## src/rtl/sim_uart_mon_pkg.sv

```systemverilog
`default_nettype none
// =============================================================================
// Module      : sim_uart_mon_pkg
// Description : Shared types and constants for the sim-only UART status monitor.
// Revision    : 1.0 - initial release
// =============================================================================
package sim_uart_mon_pkg;

    typedef enum logic [2:0] {
        RxIdle     = 3'd0,
        RxStart    = 3'd1,
        RxData     = 3'd2,
        RxStop     = 3'd3,
        RxWaitIdle = 3'd4
    } rx_state_e;

    localparam int unsigned StrLen = 5;

    localparam logic [7:0] PassStr [StrLen] = '{8'h50, 8'h41, 8'h53, 8'h53, 8'h21};
    localparam logic [7:0] FailStr [StrLen] = '{8'h46, 8'h41, 8'h49, 8'h4C, 8'h21};
    localparam logic [7:0] LineFeed         = 8'h0A;

    // Clocks per UART bit; truncating division matches the sender's own rounding.
    function automatic int unsigned div_calc(input int unsigned clk_freq, input int unsigned baud);
        return clk_freq / baud;
    endfunction

endpackage
`default_nettype wire

```

## src/rtl/sim_uart_mon_if.sv

```systemverilog
`default_nettype none
// =============================================================================
// Module      : sim_uart_mon_if
// Description : Serial input and status outputs of the UART status monitor.
// Revision    : 1.0 - initial release
// =============================================================================
interface sim_uart_mon_if;

    logic        rx_i;
    logic        rx_valid_o;
    logic [7:0]  rx_data_o;
    logic        frame_err_o;
    logic        done_o;
    logic        passed_o;
    logic        timeout_o;
    logic [31:0] char_cnt_o;

    modport master (
        input  rx_i,
        output rx_valid_o,
        output rx_data_o,
        output frame_err_o,
        output done_o,
        output passed_o,
        output timeout_o,
        output char_cnt_o
    );

    modport slave (
        output rx_i,
        input  rx_valid_o,
        input  rx_data_o,
        input  frame_err_o,
        input  done_o,
        input  passed_o,
        input  timeout_o,
        input  char_cnt_o
    );

endinterface
`default_nettype wire

```

## src/rtl/sim_uart_mon_rx.sv

```systemverilog
`default_nettype none
// =============================================================================
// Module      : sim_uart_mon_rx
// Description : 8N1 deserialiser: 2-flop synchroniser, bit timer and receive FSM.
// Revision    : 1.0 - initial release
// =============================================================================
module sim_uart_mon_rx
    import sim_uart_mon_pkg::*;
#(
    parameter int unsigned Div = 69
) (
    input  wire         clk_i,
    input  wire         rst_i,
    input  wire         rx_i,
    output logic        rx_valid,
    output logic [7:0]  rx_data,
    output logic        frame_err
);

    localparam int unsigned     CntW   = $clog2(Div);
    localparam logic [CntW-1:0] c_full = CntW'(Div - 1);
    localparam logic [CntW-1:0] c_half = CntW'(Div / 2 - 1);

    logic            r_rx_meta;
    logic            r_rx_s;
    rx_state_e       r_state,  w_state_nxt;
    logic [CntW-1:0] r_cnt,    w_cnt_nxt;
    logic [2:0]      r_bit,    w_bit_nxt;
    logic [7:0]      r_shift,  w_shift_nxt;
    logic            r_valid,  w_valid_nxt;
    logic [7:0]      r_data,   w_data_nxt;
    logic            r_ferr,   w_ferr_nxt;

    // Synchroniser resets to idle-high so reset release never looks like a start bit.
    always_ff @(posedge clk_i or posedge rst_i) begin
        if (rst_i) begin
            r_rx_meta <= 1'b1;
            r_rx_s    <= 1'b1;
            r_state   <= RxIdle;
            r_cnt     <= '0;
            r_bit     <= '0;
            r_shift   <= '0;
            r_valid   <= 1'b0;
            r_data    <= '0;
            r_ferr    <= 1'b0;
        end else begin
            r_rx_meta <= rx_i;
            r_rx_s    <= r_rx_meta;
            r_state   <= w_state_nxt;
            r_cnt     <= w_cnt_nxt;
            r_bit     <= w_bit_nxt;
            r_shift   <= w_shift_nxt;
            r_valid   <= w_valid_nxt;
            r_data    <= w_data_nxt;
            r_ferr    <= w_ferr_nxt;
        end
    end

    always_comb begin
        w_state_nxt = r_state;
        w_cnt_nxt   = (r_cnt != '0) ? r_cnt - CntW'(1) : r_cnt;
        w_bit_nxt   = r_bit;
        w_shift_nxt = r_shift;
        w_valid_nxt = 1'b0;
        w_data_nxt  = r_data;
        w_ferr_nxt  = 1'b0;
        case (r_state)
            RxIdle: begin
                if (!r_rx_s) begin
                    w_state_nxt = RxStart;
                    w_cnt_nxt   = c_half;
                end
            end
            RxStart: begin
                if (r_cnt == '0) begin
                    if (r_rx_s) begin
                        w_state_nxt = RxIdle;
                    end else begin
                        w_state_nxt = RxData;
                        w_cnt_nxt   = c_full;
                        w_bit_nxt   = 3'd0;
                    end
                end
            end
            RxData: begin
                if (r_cnt == '0) begin
                    w_shift_nxt = {r_rx_s, r_shift[7:1]};
                    w_cnt_nxt   = c_full;
                    if (r_bit == 3'd7) begin
                        w_state_nxt = RxStop;
                    end else begin
                        w_bit_nxt = r_bit + 3'd1;
                    end
                end
            end
            RxStop: begin
                if (r_cnt == '0) begin
                    if (r_rx_s) begin
                        w_valid_nxt = 1'b1;
                        w_data_nxt  = r_shift;
                        w_state_nxt = RxIdle;
                    end else begin
                        w_ferr_nxt  = 1'b1;
                        w_state_nxt = RxWaitIdle;
                    end
                end
            end
            RxWaitIdle: begin
                if (r_rx_s) begin
                    w_state_nxt = RxIdle;
                end
            end
            default: begin
                w_state_nxt = RxIdle;
            end
        endcase
    end

    assign rx_valid  = r_valid;
    assign rx_data   = r_data;
    assign frame_err = r_ferr;

endmodule
`default_nettype wire

```

## src/rtl/sim_uart_status_monitor.sv

```systemverilog
`default_nettype none
// =============================================================================
// Module      : sim_uart_status_monitor
// Description : Sim-only UART sink that flags line-start "PASS!"/"FAIL!" verdicts.
//               Optional idle watchdog enabled by SIM_UART_MON_TIMEOUT_EN.
// Revision    : 1.0 - initial release
// =============================================================================
module sim_uart_status_monitor
    import sim_uart_mon_pkg::*;
#(
    parameter int unsigned ClkFreq    = 500_000,
    parameter int unsigned Baud       = 7_200,
    parameter int unsigned TimeoutCyc = 2**20
) (
    input  wire            clk_i,
    input  wire            rst_i,
    sim_uart_mon_if.master bus
);

    localparam int unsigned c_div      = div_calc(ClkFreq, Baud);
    localparam logic [2:0]  c_last_idx = 3'(StrLen - 1);

    logic        w_rx_valid;
    logic [7:0]  w_rx_data;
    logic        w_frame_err;

    logic        r_line_start, w_line_start_nxt;
    logic [2:0]  r_idx_p,      w_idx_p_nxt;
    logic [2:0]  r_idx_f,      w_idx_f_nxt;
    logic        w_hit_pass;
    logic        w_hit_fail;
    logic        r_done;
    logic        r_passed;
    logic [31:0] r_char_cnt;
    logic        w_wdog_fire;

    sim_uart_mon_rx #(
        .Div (c_div)
    ) u_rx (
        .clk_i     (clk_i),
        .rst_i     (rst_i),
        .rx_i      (bus.rx_i),
        .rx_valid  (w_rx_valid),
        .rx_data   (w_rx_data),
        .frame_err (w_frame_err)
    );

    // Index 0 may only advance at the start of a line; a completed string rewinds.
    always_comb begin
        w_line_start_nxt = r_line_start;
        w_idx_p_nxt      = r_idx_p;
        w_idx_f_nxt      = r_idx_f;
        w_hit_pass       = 1'b0;
        w_hit_fail       = 1'b0;
        if (w_frame_err) begin
            w_idx_p_nxt = 3'd0;
            w_idx_f_nxt = 3'd0;
        end else if (w_rx_valid) begin
            w_line_start_nxt = (w_rx_data == LineFeed);
            w_idx_p_nxt      = 3'd0;
            w_idx_f_nxt      = 3'd0;
            if ((w_rx_data == PassStr[r_idx_p]) && ((r_idx_p != 3'd0) || r_line_start)) begin
                if (r_idx_p == c_last_idx) begin
                    w_hit_pass = 1'b1;
                end else begin
                    w_idx_p_nxt = r_idx_p + 3'd1;
                end
            end
            if ((w_rx_data == FailStr[r_idx_f]) && ((r_idx_f != 3'd0) || r_line_start)) begin
                if (r_idx_f == c_last_idx) begin
                    w_hit_fail = 1'b1;
                end else begin
                    w_idx_f_nxt = r_idx_f + 3'd1;
                end
            end
        end
    end

    always_ff @(posedge clk_i or posedge rst_i) begin
        if (rst_i) begin
            r_line_start <= 1'b1;
            r_idx_p      <= 3'd0;
            r_idx_f      <= 3'd0;
            r_done       <= 1'b0;
            r_passed     <= 1'b0;
            r_char_cnt   <= '0;
        end else begin
            r_line_start <= w_line_start_nxt;
            r_idx_p      <= w_idx_p_nxt;
            r_idx_f      <= w_idx_f_nxt;
            if (w_rx_valid && (r_char_cnt != 32'hFFFF_FFFF)) begin
                r_char_cnt <= r_char_cnt + 32'd1;
            end
            // First verdict wins; later matches leave the flags untouched.
            if (!r_done) begin
                if (w_hit_pass || w_hit_fail) begin
                    r_done   <= 1'b1;
                    r_passed <= w_hit_pass;
                end else if (w_wdog_fire) begin
                    r_done   <= 1'b1;
                    r_passed <= 1'b0;
                end
            end
        end
    end

`ifdef SIM_UART_MON_TIMEOUT_EN
    logic [31:0] r_wdog;
    logic        r_timeout;

    assign w_wdog_fire = !r_done && !w_rx_valid && ((r_wdog + 32'd1) == 32'(TimeoutCyc));

    always_ff @(posedge clk_i or posedge rst_i) begin
        if (rst_i) begin
            r_wdog    <= '0;
            r_timeout <= 1'b0;
        end else begin
            if (w_rx_valid) begin
                r_wdog <= '0;
            end else if (!r_done) begin
                r_wdog <= r_wdog + 32'd1;
            end
            if (w_wdog_fire) begin
                r_timeout <= 1'b1;
            end
        end
    end

    assign bus.timeout_o = r_timeout;
`else
    wire w_unused_timeout_cfg = (TimeoutCyc == 0);

    assign w_wdog_fire   = 1'b0;
    assign bus.timeout_o = 1'b0;
`endif

    assign bus.rx_valid_o  = w_rx_valid;
    assign bus.rx_data_o   = w_rx_data;
    assign bus.frame_err_o = w_frame_err;
    assign bus.done_o      = r_done;
    assign bus.passed_o    = r_passed;
    assign bus.char_cnt_o  = r_char_cnt;

endmodule
`default_nettype wire
```

## src/flat_wrapper.sv

```systemverilog
// flat-port wrapper written by rule: the top's interface ports become plain ports
module sim_uart_status_monitor_flat import sim_uart_mon_pkg::*;
#(
    parameter int unsigned ClkFreq    = 500_000,
    parameter int unsigned Baud       = 7_200,
    parameter int unsigned TimeoutCyc = 2**20
)
  (clk_i, rst_i, bus_rx_i, bus_rx_valid_o, bus_rx_data_o, bus_frame_err_o, bus_done_o, bus_passed_o, bus_timeout_o, bus_char_cnt_o);
  sim_uart_mon_if bus_i ();
  input  wire clk_i;
  input  wire rst_i;
  input wire logic [$bits(bus_i.rx_i)-1:0] bus_rx_i;
  output wire logic [$bits(bus_i.rx_valid_o)-1:0] bus_rx_valid_o;
  output wire logic [$bits(bus_i.rx_data_o)-1:0] bus_rx_data_o;
  output wire logic [$bits(bus_i.frame_err_o)-1:0] bus_frame_err_o;
  output wire logic [$bits(bus_i.done_o)-1:0] bus_done_o;
  output wire logic [$bits(bus_i.passed_o)-1:0] bus_passed_o;
  output wire logic [$bits(bus_i.timeout_o)-1:0] bus_timeout_o;
  output wire logic [$bits(bus_i.char_cnt_o)-1:0] bus_char_cnt_o;
  assign bus_i.rx_i = bus_rx_i;
  assign bus_rx_valid_o = bus_i.rx_valid_o;
  assign bus_rx_data_o = bus_i.rx_data_o;
  assign bus_frame_err_o = bus_i.frame_err_o;
  assign bus_done_o = bus_i.done_o;
  assign bus_passed_o = bus_i.passed_o;
  assign bus_timeout_o = bus_i.timeout_o;
  assign bus_char_cnt_o = bus_i.char_cnt_o;
  sim_uart_status_monitor #(.ClkFreq(ClkFreq), .Baud(Baud), .TimeoutCyc(TimeoutCyc)) u_core (.clk_i(clk_i), .rst_i(rst_i), .bus(bus_i));
endmodule
```

## config.mk

```make
export PLATFORM = sky130hd
export DESIGN_NAME = sim_uart_status_monitor_flat
export DESIGN_NICKNAME = d
export VERILOG_FILES = /design/src/rtl/sim_uart_mon_pkg.sv /design/src/rtl/sim_uart_mon_if.sv /design/src/rtl/sim_uart_mon_rx.sv /design/src/rtl/sim_uart_status_monitor.sv /design/src/flat_wrapper.sv
export SDC_FILE = /design/constraint.sdc
export NUM_CORES = 1
export LEC_CHECK = 0
export ABC_AREA = 1
export CAP_MARGIN = 10
export CORE_MARGIN = 8
export CORE_UTILIZATION = 51
export DETAILED_ROUTE_END_ITERATION = 8
export PLACE_DENSITY = 0.73
export SLEW_MARGIN = 10
export SYNTH_ARGS = -nofsm -noshare
export SYNTH_HDL_FRONTEND = slang
export SYNTH_SLANG_ARGS = --single-unit
```

## constraint.sdc

```tcl
create_clock -name clk_i -period 8.31 [get_ports clk_i]
set_clock_uncertainty 0.15 [all_clocks]
set_input_delay 2.0775 -clock clk_i [delete_from_list [all_inputs] [get_ports clk_i]]
set_output_delay 2.0775 -clock clk_i [all_outputs]
set_load 0.05 [all_outputs]
```

==> impl_metrics.json <==
{
  "finalPower_w": 0.000862,
  "grt_max_degree": 75,
  "netlist_area_sq_mm": 0.00431,
  "ys_top_cells_by_count": "nand2_1 (239), nor2_1 (75), dfrtp_1 (71), inv_1 (57), o21ai_0 (44)",
  "cpPeakStageDelay_ns": 0.85,
  "post-synth-top-area-cell": "dfrtp_1",
  "synthDistinctLibCells": 32,
  "cts.sinks": 74,
  "yosys-mux-area-fraction": 0,
  "drv_cap": 0,
  "drc": 0,
  "power.density_mw_per_mm2": 171,
  "post_synth_xor_area_fraction": 0.0325,
  "hold_path_class": "reg2reg",
  "crit_buf_inv": 1,
  "hold_violations": 0,
  "clk_pin_slew_ns": 0.08,
  "setup.worst_path.end_class": "output pin",
  "yosysSeqAreaShare": 0.430,
  "drive_gt1_frac": 0.0613,
  "synth_fp_nets": 614,
  "holdBufCountCts": 0,
  "initial_core_util": 0.525,
  "die_w_microns": 108,
  "grt_pass1_vias": 3933,
  "grt_first_pass_wirelength_microns": 17900,
  "grt_setup_unrepaired": "false",
  "port_buffers": 46,
  "die_area_sq_mm": 0.0117,
  "multi_input_area_sq_mm": 0.00215,
  "antenna_found_initial": 0,
  "critPathSlowestCell": "clkdlybuf4s50_1",
  "grt_overflow": 0,
  "stdcell_count": 758,
  "track_usage": 0.192,
  "critPathMaxFanout": 4,
  "synth_top_area_share": 0.412,
  "r2r.worst_path.cells": 10,
  "cts_made_buffers": 9,
  "synth-simple-area-share": 0.363,
  "yosys_warnings": 0,
  "cp.depth": 1,
  "setup_viol": 0,
  "worst_pin_slew_ns": 0.934,
  "setup-tns-final_ns": 0,
  "cts-resized-gates": 0,
  "postLayoutCoreUtil": 0.613,
  "fmax_ghz": 0.256,
  "drtIter0Drc": 163,
  "nFillCells": 790,
  "firstDrtPassIters": 6,
  "vdd_drop_max_v": 0.000108,
  "fin_crit_ns": 3.91,
  "arrival_ns": 1.68,
  "synth_compound_area_frac": 0.0702,
  "start_kind": "register",
  "clk-insertion-delay-late_ns": 0.35,
  "dp_hpwl_microns": 7710,
  "cts_tree": "done",
  "place.gp.congestion": 0.884,
  "drt-total-wl_microns": 10500,
  "cts_setup_buffers": 0,
  "avgRoutedWirePerCell_microns": 13.8,
  "period_share": 0.470,
  "clock_path_buffers": 2,
  "rows": 33,
  "cp_top_family": "buffers and inverters",
  "worstSetupPathType": "reg2out",
  "synth.area.top_cells": "dfrtp_1 (41%), nand2_1 (21%), nor2_1 (6.5%)",
  "cts_root_buf": "clkbuf_8",
  "synth_edf_count": 0,
  "io_pins": 48,
  "cp.required_ns": 6.08,
  "fp.coreArea_sq_mm": 0.00822,
  "avgSynthCellArea_sq_um": 7.19,
  "post_synth_inst_count": 600,
  "synth_top_family_by_area": "simple AND/OR/NAND/NOR gates",
  "drtAntennaViolNets": 0,
  "htreeDepth": 3,
  "nets": 662,
  "register_area_sq_mm": 0.00186,
  "fp.dieH_microns": 108,
  "drv_slew": 0,
  "synthArstFlopShare": 1.00,
  "ys_ff_latch": 74,
  "area_growth_pct": 16.7,
  "place_inst": 742,
  "maxSlewHeadroom": 0.377,
  "whs_path_depth": 0,
  "yosysMostFrequentCell": "nand2_1",
  "synth_ff_type": "dfrtp_1",
  "p_leak_nw": 2.32,
  "diodes": 0,
  "vias": 3941,
  "vias_per_cell": 5.20,
  "path_cells": "clkdlybuf4s50_1",
  "synthAdderAreaFrac": 0.0319,
  "status": "finished clean"
}
[metal layers]
| metal | up-vias | GRT usage | wire length [microns] |
|---|---|---|---|
| li1 | 1975 | - | - |
| met5 | - | 0 | 0 |
| met4 | 0 | 0.0981 | 334 |
| met1 | 1819 | 0.229 | 4480 |
| met2 | 123 | 0.324 | 5070 |
| met3 | 24 | 0.0369 | 601 |
[final cells by class]
cell class / instances / area share
flip-flops and latches: 74 / 0.368
inverters: 59 / 0.0445
well taps: 105 / 0.0261
clock buffers: 12 / 0.0308
clock inverters: 4 / 0.00994
multi-input cells: 457 / 0.427
repair buffers: 47 / 0.0929
[layout by cell type, fill, tap and decap left out, types with 3 or more instances in the layout]
cell,netlist,routed
a21oi_1,5,5
dfstp_2,3,3
clkdlybuf4s50_1,0,46
ha_1,11,11
xnor2_1,6,6
nand3_1,22,22
xor2_1,10,10
nand2_1,239,239
o21ai_0,44,44
clkbuf_8,0,11
dfrtp_1,71,71
nand3b_1,13,13
nand4_1,8,8
nor2_1,75,75
o21ai_2,5,5
inv_1,57,56
nand2_2,5,5
[cell families (layout without fill, tap and decap cells)]
group | after synthesis | in the layout
AND/OR/NAND/NOR | 373 | 373
flip-flops | 74 | 74
buffers and inverters | 69 | 122
AO/OA/AOI/OAI | 56 | 56
XOR/XNOR | 16 | 16
adder cells (fa/ha/maj) | 11 | 11
other | 1 | 1
[registers in the layout, indices dropped and copies added, names as in the netlist]
signal and flops:
u_core.u_rx.frame_err 1, u_core.u_rx.rx_data 8, u_core.bus.char_cnt_o 32, u_core.r_idx_f 3
u_core.r_line_start 1, u_core.u_rx.r_shift 8, u_core.u_rx.r_bit 3, u_core.bus.passed_o 1
u_core.bus.done_o 1, u_core.u_rx.r_cnt 7, u_core.u_rx.rx_valid 1, u_core.r_idx_p 3
u_core.u_rx.r_rx_s 1, u_core.u_rx.r_rx_meta 1, u_core.u_rx.r_state 3
[where the power goes]
part / internal, W / switching [W] / leakage (nW)
Clock: 0.000155 / 0.000138 / 0.0986
Sequential: 0.000385 / 0.0000187 / 1.01
Combinational: 0.0000561 / 0.000109 / 1.21
[worst paths after layout]
check / to / startpoint / slack [ns]
max in group asynchronous: u_core.bus.char_cnt_o[7]$_DFFE_PP0P_ / rst_i / 5.23
worst min-delay path: u_core.u_rx.r_rx_s$_DFF_PP1_ / u_core.u_rx.r_rx_meta$_DFF_PP1_ / 0.21
worst min register to register: u_core.u_rx.r_rx_s$_DFF_PP1_ / u_core.u_rx.r_rx_meta$_DFF_PP1_ / 0.21
min in group asynchronous: u_core.u_rx.r_shift[5]$_DFFE_PP0P_ / rst_i / 2.19
worst max-delay path: bus_rx_valid_o / u_core.u_rx.rx_valid$_DFF_PP0_ / 4.40
worst max register to register: u_core.bus.char_cnt_o[30]$_DFFE_PP0P_ / u_core.bus.char_cnt_o[0]$_DFFE_PP0P_ / 5.99
[through the flow]
step           hold slack [ns]  setup slack, ns  area (sq um)
4_1_cts                  0.214             4.39          5040
2_1_floorplan            0.195             4.21          4310
5_1_grt                  0.214             4.34          5040
6_report                 0.212             4.40          5040
3_5_place_dp             0.202             4.78          4830
3_3_place_gp             0.196             4.76          4830
No activity file was read; power rests on OpenSTA's default activity.
